File: config.mk
export PLATFORM = sky130hd
export DESIGN_NAME = spi_fifo_ctrl
export DESIGN_NICKNAME = d
export VERILOG_FILES = /design/src/rtl/spi_fifo_ctrl.sv
export SDC_FILE = /design/constraint.sdc
export NUM_CORES = 1
export LEC_CHECK = 0
export BUFFER_PORTS_ARGS = -buffer_cell sky130_fd_sc_hd__buf_2
export CORE_MARGIN = 2
export CORE_UTILIZATION = 55
export CTS_CLUSTER_DIAMETER = 100
export DETAILED_ROUTE_END_ITERATION = 7
export PLACE_DENSITY_LB_ADDON = 0.1
export RECOVER_POWER = 50
export SLEW_MARGIN = 15
export SYNTH_ARGS = -nofsm -noshare
export SYNTH_HDL_FRONTEND = slang
export SYNTH_SLANG_ARGS = --single-unit
File: constraint.sdc
create_clock -name clk -period 3.95 [get_ports clk]
set_input_delay 0.5925 -clock clk [delete_from_list [all_inputs] [get_ports clk]]
set_output_delay 0.5925 -clock clk [all_outputs]
set_load 0.005 [all_outputs]
File: src/rtl/spi_fifo_ctrl.sv
// SPI transfer sequencer: 34-bit TX FIFO of {fast, noRx, data} entries feeding an external transceiver,
// with a 32-bit first-word-fall-through RX FIFO collecting the received words.
module spi_fifo_ctrl #(
  parameter int DEPTH = 8
) (
  input  logic                   clk,
  input  logic                   rst,
  input  logic                   wr,
  input  logic [31:0]            wdata,
  input  logic                   wrFast,
  input  logic                   wrNoRx,
  input  logic                   rd,
  output logic [31:0]            rdata,
  output logic                   txFull,
  output logic                   txEmpty,
  output logic                   rxFull,
  output logic                   rxEmpty,
  output logic [$clog2(DEPTH):0] txLevel,
  output logic [$clog2(DEPTH):0] rxLevel,
  output logic                   txOvf,
  input  logic                   clrOvf,
  output logic                   busy,
  output logic                   spiStart,
  output logic                   spiFast,
  output logic [31:0]            spiDataTx,
  input  logic [31:0]            spiDataRx,
  input  logic                   spiRdy
);
  localparam int AW = $clog2(DEPTH);
  localparam int LW = AW + 1;
  localparam logic [AW:0] FULL_LVL = LW'(DEPTH);

  // IDLE: wait for a TX entry, idle transceiver and RX room | START: spiStart pulse | WAIT: await spiRdy
  typedef enum logic [1:0] {IDLE = 2'd0, START = 2'd1, WAIT = 2'd2} state_t;
  state_t state_q, state_d;

  logic [33:0]   tx_mem [DEPTH];
  logic [31:0]   rx_mem [DEPTH];
  logic [AW-1:0] tx_wptr_q, tx_rptr_q, rx_wptr_q, rx_rptr_q;
  logic [AW:0]   tx_level_q, tx_level_d, rx_level_q, rx_level_d;
  logic          tx_full_q, tx_empty_q, rx_full_q, rx_empty_q;
  logic          ovf_q, no_rx_q, fast_q;
  logic [31:0]   data_tx_q;
  logic [33:0]   tx_head;
  logic          tx_push, tx_pop, rx_push, rx_pop;

  assign tx_head = tx_mem[tx_rptr_q];
  assign tx_push = wr && !tx_full_q;
  assign rx_pop  = rd && !rx_empty_q;

  // An entry that returns data only launches when the RX FIFO has a free slot for it.
  always_comb begin
    state_d = state_q;
    tx_pop  = 1'b0;
    rx_push = 1'b0;
    case (state_q)
      IDLE: begin
        if (!tx_empty_q && spiRdy && (tx_head[32] || !rx_full_q)) begin
          tx_pop  = 1'b1;
          state_d = START;
        end
      end
      START: state_d = WAIT;
      WAIT: begin
        if (spiRdy) begin
          rx_push = !no_rx_q;
          state_d = IDLE;
        end
      end
      default: state_d = IDLE;
    endcase
  end

  assign tx_level_d = tx_level_q + LW'(tx_push) - LW'(tx_pop);
  assign rx_level_d = rx_level_q + LW'(rx_push) - LW'(rx_pop);

  always_ff @(posedge clk) begin
    if (tx_push) tx_mem[tx_wptr_q] <= {wrFast, wrNoRx, wdata};
  end

  always_ff @(posedge clk) begin
    if (rst) begin
      state_q    <= IDLE;
      tx_wptr_q  <= '0;
      tx_rptr_q  <= '0;
      rx_wptr_q  <= '0;
      rx_rptr_q  <= '0;
      tx_level_q <= '0;
      rx_level_q <= '0;
      tx_full_q  <= 1'b0;
      tx_empty_q <= 1'b1;
      rx_full_q  <= 1'b0;
      rx_empty_q <= 1'b1;
      ovf_q      <= 1'b0;
      no_rx_q    <= 1'b0;
      fast_q     <= 1'b0;
      data_tx_q  <= '0;
      for (int i = 0; i < DEPTH; i++) rx_mem[i] <= '0;
    end else begin
      state_q <= state_d;
      if (tx_push) tx_wptr_q <= tx_wptr_q + 1'b1;
      if (tx_pop) begin
        tx_rptr_q <= tx_rptr_q + 1'b1;
        fast_q    <= tx_head[33];
        no_rx_q   <= tx_head[32];
        data_tx_q <= tx_head[31:0];
      end
      if (rx_push) begin
        rx_mem[rx_wptr_q] <= spiDataRx;
        rx_wptr_q         <= rx_wptr_q + 1'b1;
      end
      if (rx_pop) rx_rptr_q <= rx_rptr_q + 1'b1;
      tx_level_q <= tx_level_d;
      tx_full_q  <= (tx_level_d == FULL_LVL);
      tx_empty_q <= (tx_level_d == '0);
      rx_level_q <= rx_level_d;
      rx_full_q  <= (rx_level_d == FULL_LVL);
      rx_empty_q <= (rx_level_d == '0);
      if (wr && tx_full_q) ovf_q <= 1'b1;
      else if (clrOvf)     ovf_q <= 1'b0;
    end
  end

  assign rdata     = rx_mem[rx_rptr_q];
  assign txFull    = tx_full_q;
  assign txEmpty   = tx_empty_q;
  assign rxFull    = rx_full_q;
  assign rxEmpty   = rx_empty_q;
  assign txLevel   = tx_level_q;
  assign rxLevel   = rx_level_q;
  assign txOvf     = ovf_q;
  assign busy      = (state_q != IDLE) || !tx_empty_q;
  assign spiStart  = (state_q == START);
  assign spiFast   = fast_q;
  assign spiDataTx = data_tx_q;

endmodule
==> impl_metrics.toml <==
[worst_setup_path]
cp.buffers_inverters = 2
worstPathArrival_ps = 2680
cp_slowest_cell = "dfxtp_4"
critPathLaunchType = "flop"
path_max_fanout = 20
worstPathCellList = "buf_4 -> mux4_2 -> mux2_2 -> buf_2"
endpoint = "rdata[24]"
worstPathRequired_ps = 3360
end_kind = "output port"
r2r_end = "spiDataTx[14]"
worst-path-stages = 4
crit_family = "multiplexers"
ff2ff_path_depth = 5
critical_path_class = "reg -> out"
ff2ff_setup_slack_ps = 920
critical_path.max_stage_delay_ps = 600

[cells_and_area]
layout_common_cells = "528 x edfxtp_1, 132 x and2_0, 130 x mux4_2, 125 x and2_1, 93 x buf_2"
layout_commonest_cell = "edfxtp_1"
final-seq-area_um2 = 17200
final_nets = 1636
multi_input_area_um2 = 6840
layout-drive-gt1-share_pct = 26.1
syn_to_final_growth_pct = 13.0
nFillCells = 3222

[status]
status = "complete, but fails checks"
violations = "max-capacitance violations, max-slew violations"

[synthesis]
syn_area_per_cell_um2 = 17.8
synth-edff-count = 528
synth_nets = 1468
synth_area_um2 = 24600
async_flop_share_pct = 0
ys_types = 47
synth-warning-count = 0
ys_ff_latch = 595
syn_inst = 1383
ys_seq_area_share_pct = 69.9
synthFlopType = "edfxtp_1"

[floorplan]
die_height_um = 216
core_region_area_um2 = 44200
dieArea_um2 = 46400
die_w_um = 216
start_util_pct = 55.6
num_rows = 77
ioPinCount = 152

[sta]
whs_ps = 245
fin_crit_sh_pct = 82.9
drv_slew = 303
final.setup.tns_ps = 0
fmax_ghz = 0.305
rsz0062_at_grt = "no"
relSlewSlack_pct = -72.2
skew_ps = 18.6
setup_viol = 0
worstMarginPinSlew_ps = 2580
fin_crit_ps = 3280
final-hold-violation-count = 0

[route]
routedWlPerCell_um = 24.1
via_per_inst = 5.69
vias = 12500
totalWireLength_mm = 52.8
first_pass_iters = 5
drc = 0
antenna_left = 0
drt_iter0_drc = 767

[global_route]
grt_pass1_wl_mm = 80.2
grt_overflow = 0
antenna_found_initial = 3
grt_max_degree = 65
grtUsageTotal_pct = 23.2
grt_pass1_vias = 13300

[clock_network]
cts_resized = 0
root_buffer = "clkbuf_16"
postCtsSetupRepairBufs = 0
hold_buffers = 0
cts_tree = "built"
clk_pin_slew_ps = 60
clock_sinks = 595
insertion_delay_ps = 610
cts_max_path_buffers = 3
htree_levels = 2
cts_buffers = 59

[placed_design]
hpwl_mm = 28.9
portBuffers = 151
place_congestion = 0.732

[min_path]
hold_class = "in -> reg"

[pwr]
leakagePower_nw = 9.34
ir_drop_v = 0.000417
power_density_nw_per_um2 = 570

[flow_run]
max_cap_viol_count = 9
-- metrics by stage --
step | setup slack, ps | area [um^2] | util (%) | power (mW) | cells
CTS | 576 | 27900 | 63.2 | 16.0 | 2192
global route | 535 | 27800 | 62.8 | 16.5 | 2193
detailed placement | 970 | 26100 | 59.1 | 10.8 | 2082
floorplan | 30.6 | 24600 | - | 9.81 | 1383
global placement | 986 | 26100 | 59.1 | 10.7 | 2082
finish | 674 | 27800 | 62.8 | 15.8 | 2194
-- sequential cells by signal, indices dropped and copies added (netlist names), 2 cells and up, named ones only --
signal,cells
tx_mem,272
rx_mem,256
spiDataTx,32
tx_wptr_q,3
tx_rptr_q,3
txLevel,4
rx_rptr_q,3
rx_wptr_q,3
rxLevel,4
state_q,2
-- per-layer routing --
layer | track usage [%] | wire length (um) | vias up
met5 | 0 | 26 | -
met4 | 7.31 | 1170 | 4
met3 | 3.38 | 2460 | 76
met2 | 41.4 | 27800 | 287
met1 | 29.4 | 21400 | 6497
li1 | - | - | 5614
-- worst min path at each step --
stage                        from       endpoint  slack [ps]  cells after the start
floorplan                 no_rx_q        no_rx_q         450                      2
global route               clrOvf          txOvf         230                      3
finish                     clrOvf          txOvf         240                      3
CTS                        clrOvf          txOvf         210                      3
detailed placement  spiDataTx[23]  spiDataTx[23]         440                      2
global placement    spiDataTx[23]  spiDataTx[23]         440                      2
-- tightest hold or removal path, stage by stage --
cell and delay [ps]:
buf_2 70, nand2b_1 90, a21oi_1 50
-- synthesized netlist by cell type (all sizes together) (9+ instances only) --
master | count | share of area, %
edfxtp | 528 | 64
and2 | 257 | 6.5
mux4 | 130 | 12
dfxtp | 67 | 5.5
clkbuf | 57 | 0.87
inv | 43 | 0.66
nor2b | 43 | 1.1
nor2 | 37 | 0.56
mux2 | 35 | 1.6
a2111oi | 33 | 1.7
a211oi | 33 | 1.2
buf | 31 | 1.0
ha | 11 | 0.56
nand2 | 11 | 0.17
or2 | 9 | 0.23
-- cells by family (layout without fill, tap and decap cells) --
family	after synthesis	count (layout)	share of synthesized area, %
buffers and inverters	131	348	2.53
adders and majority gates	13	13	0.722
AOI/OAI and AO/OA	80	80	3.33
DFF	595	595	69.9
and+or+nand+nor	378	378	9.22
muxes	173	173	13.8
xor gates and xnor gates	13	13	0.463
other	0	2	0
-- where the power goes --
part	total, mW	switching [mW]	leakage, nW	internal [mW]
combinational	2.84	1.46	2.77	1.38
sequential	7.71	0.321	5.67	7.39
clock	5.29	2.29	0.905	3.00
total	15.8	4.07	9.34	11.8
-- final cells by class --
| cell class | instances | area share [%] |
|---|---|---|
| flip-flops and latches | 595 | 61.9 |
| multi-input cells | 657 | 24.6 |
| clock buffers | 75 | 5.79 |
| repair buffers | 195 | 3.64 |
| well taps | 592 | 2.67 |
| clock inverters | 35 | 0.788 |
| inverters | 43 | 0.581 |
| diodes | 2 | 0.0180 |
Power figures use the tool's default switching activity.
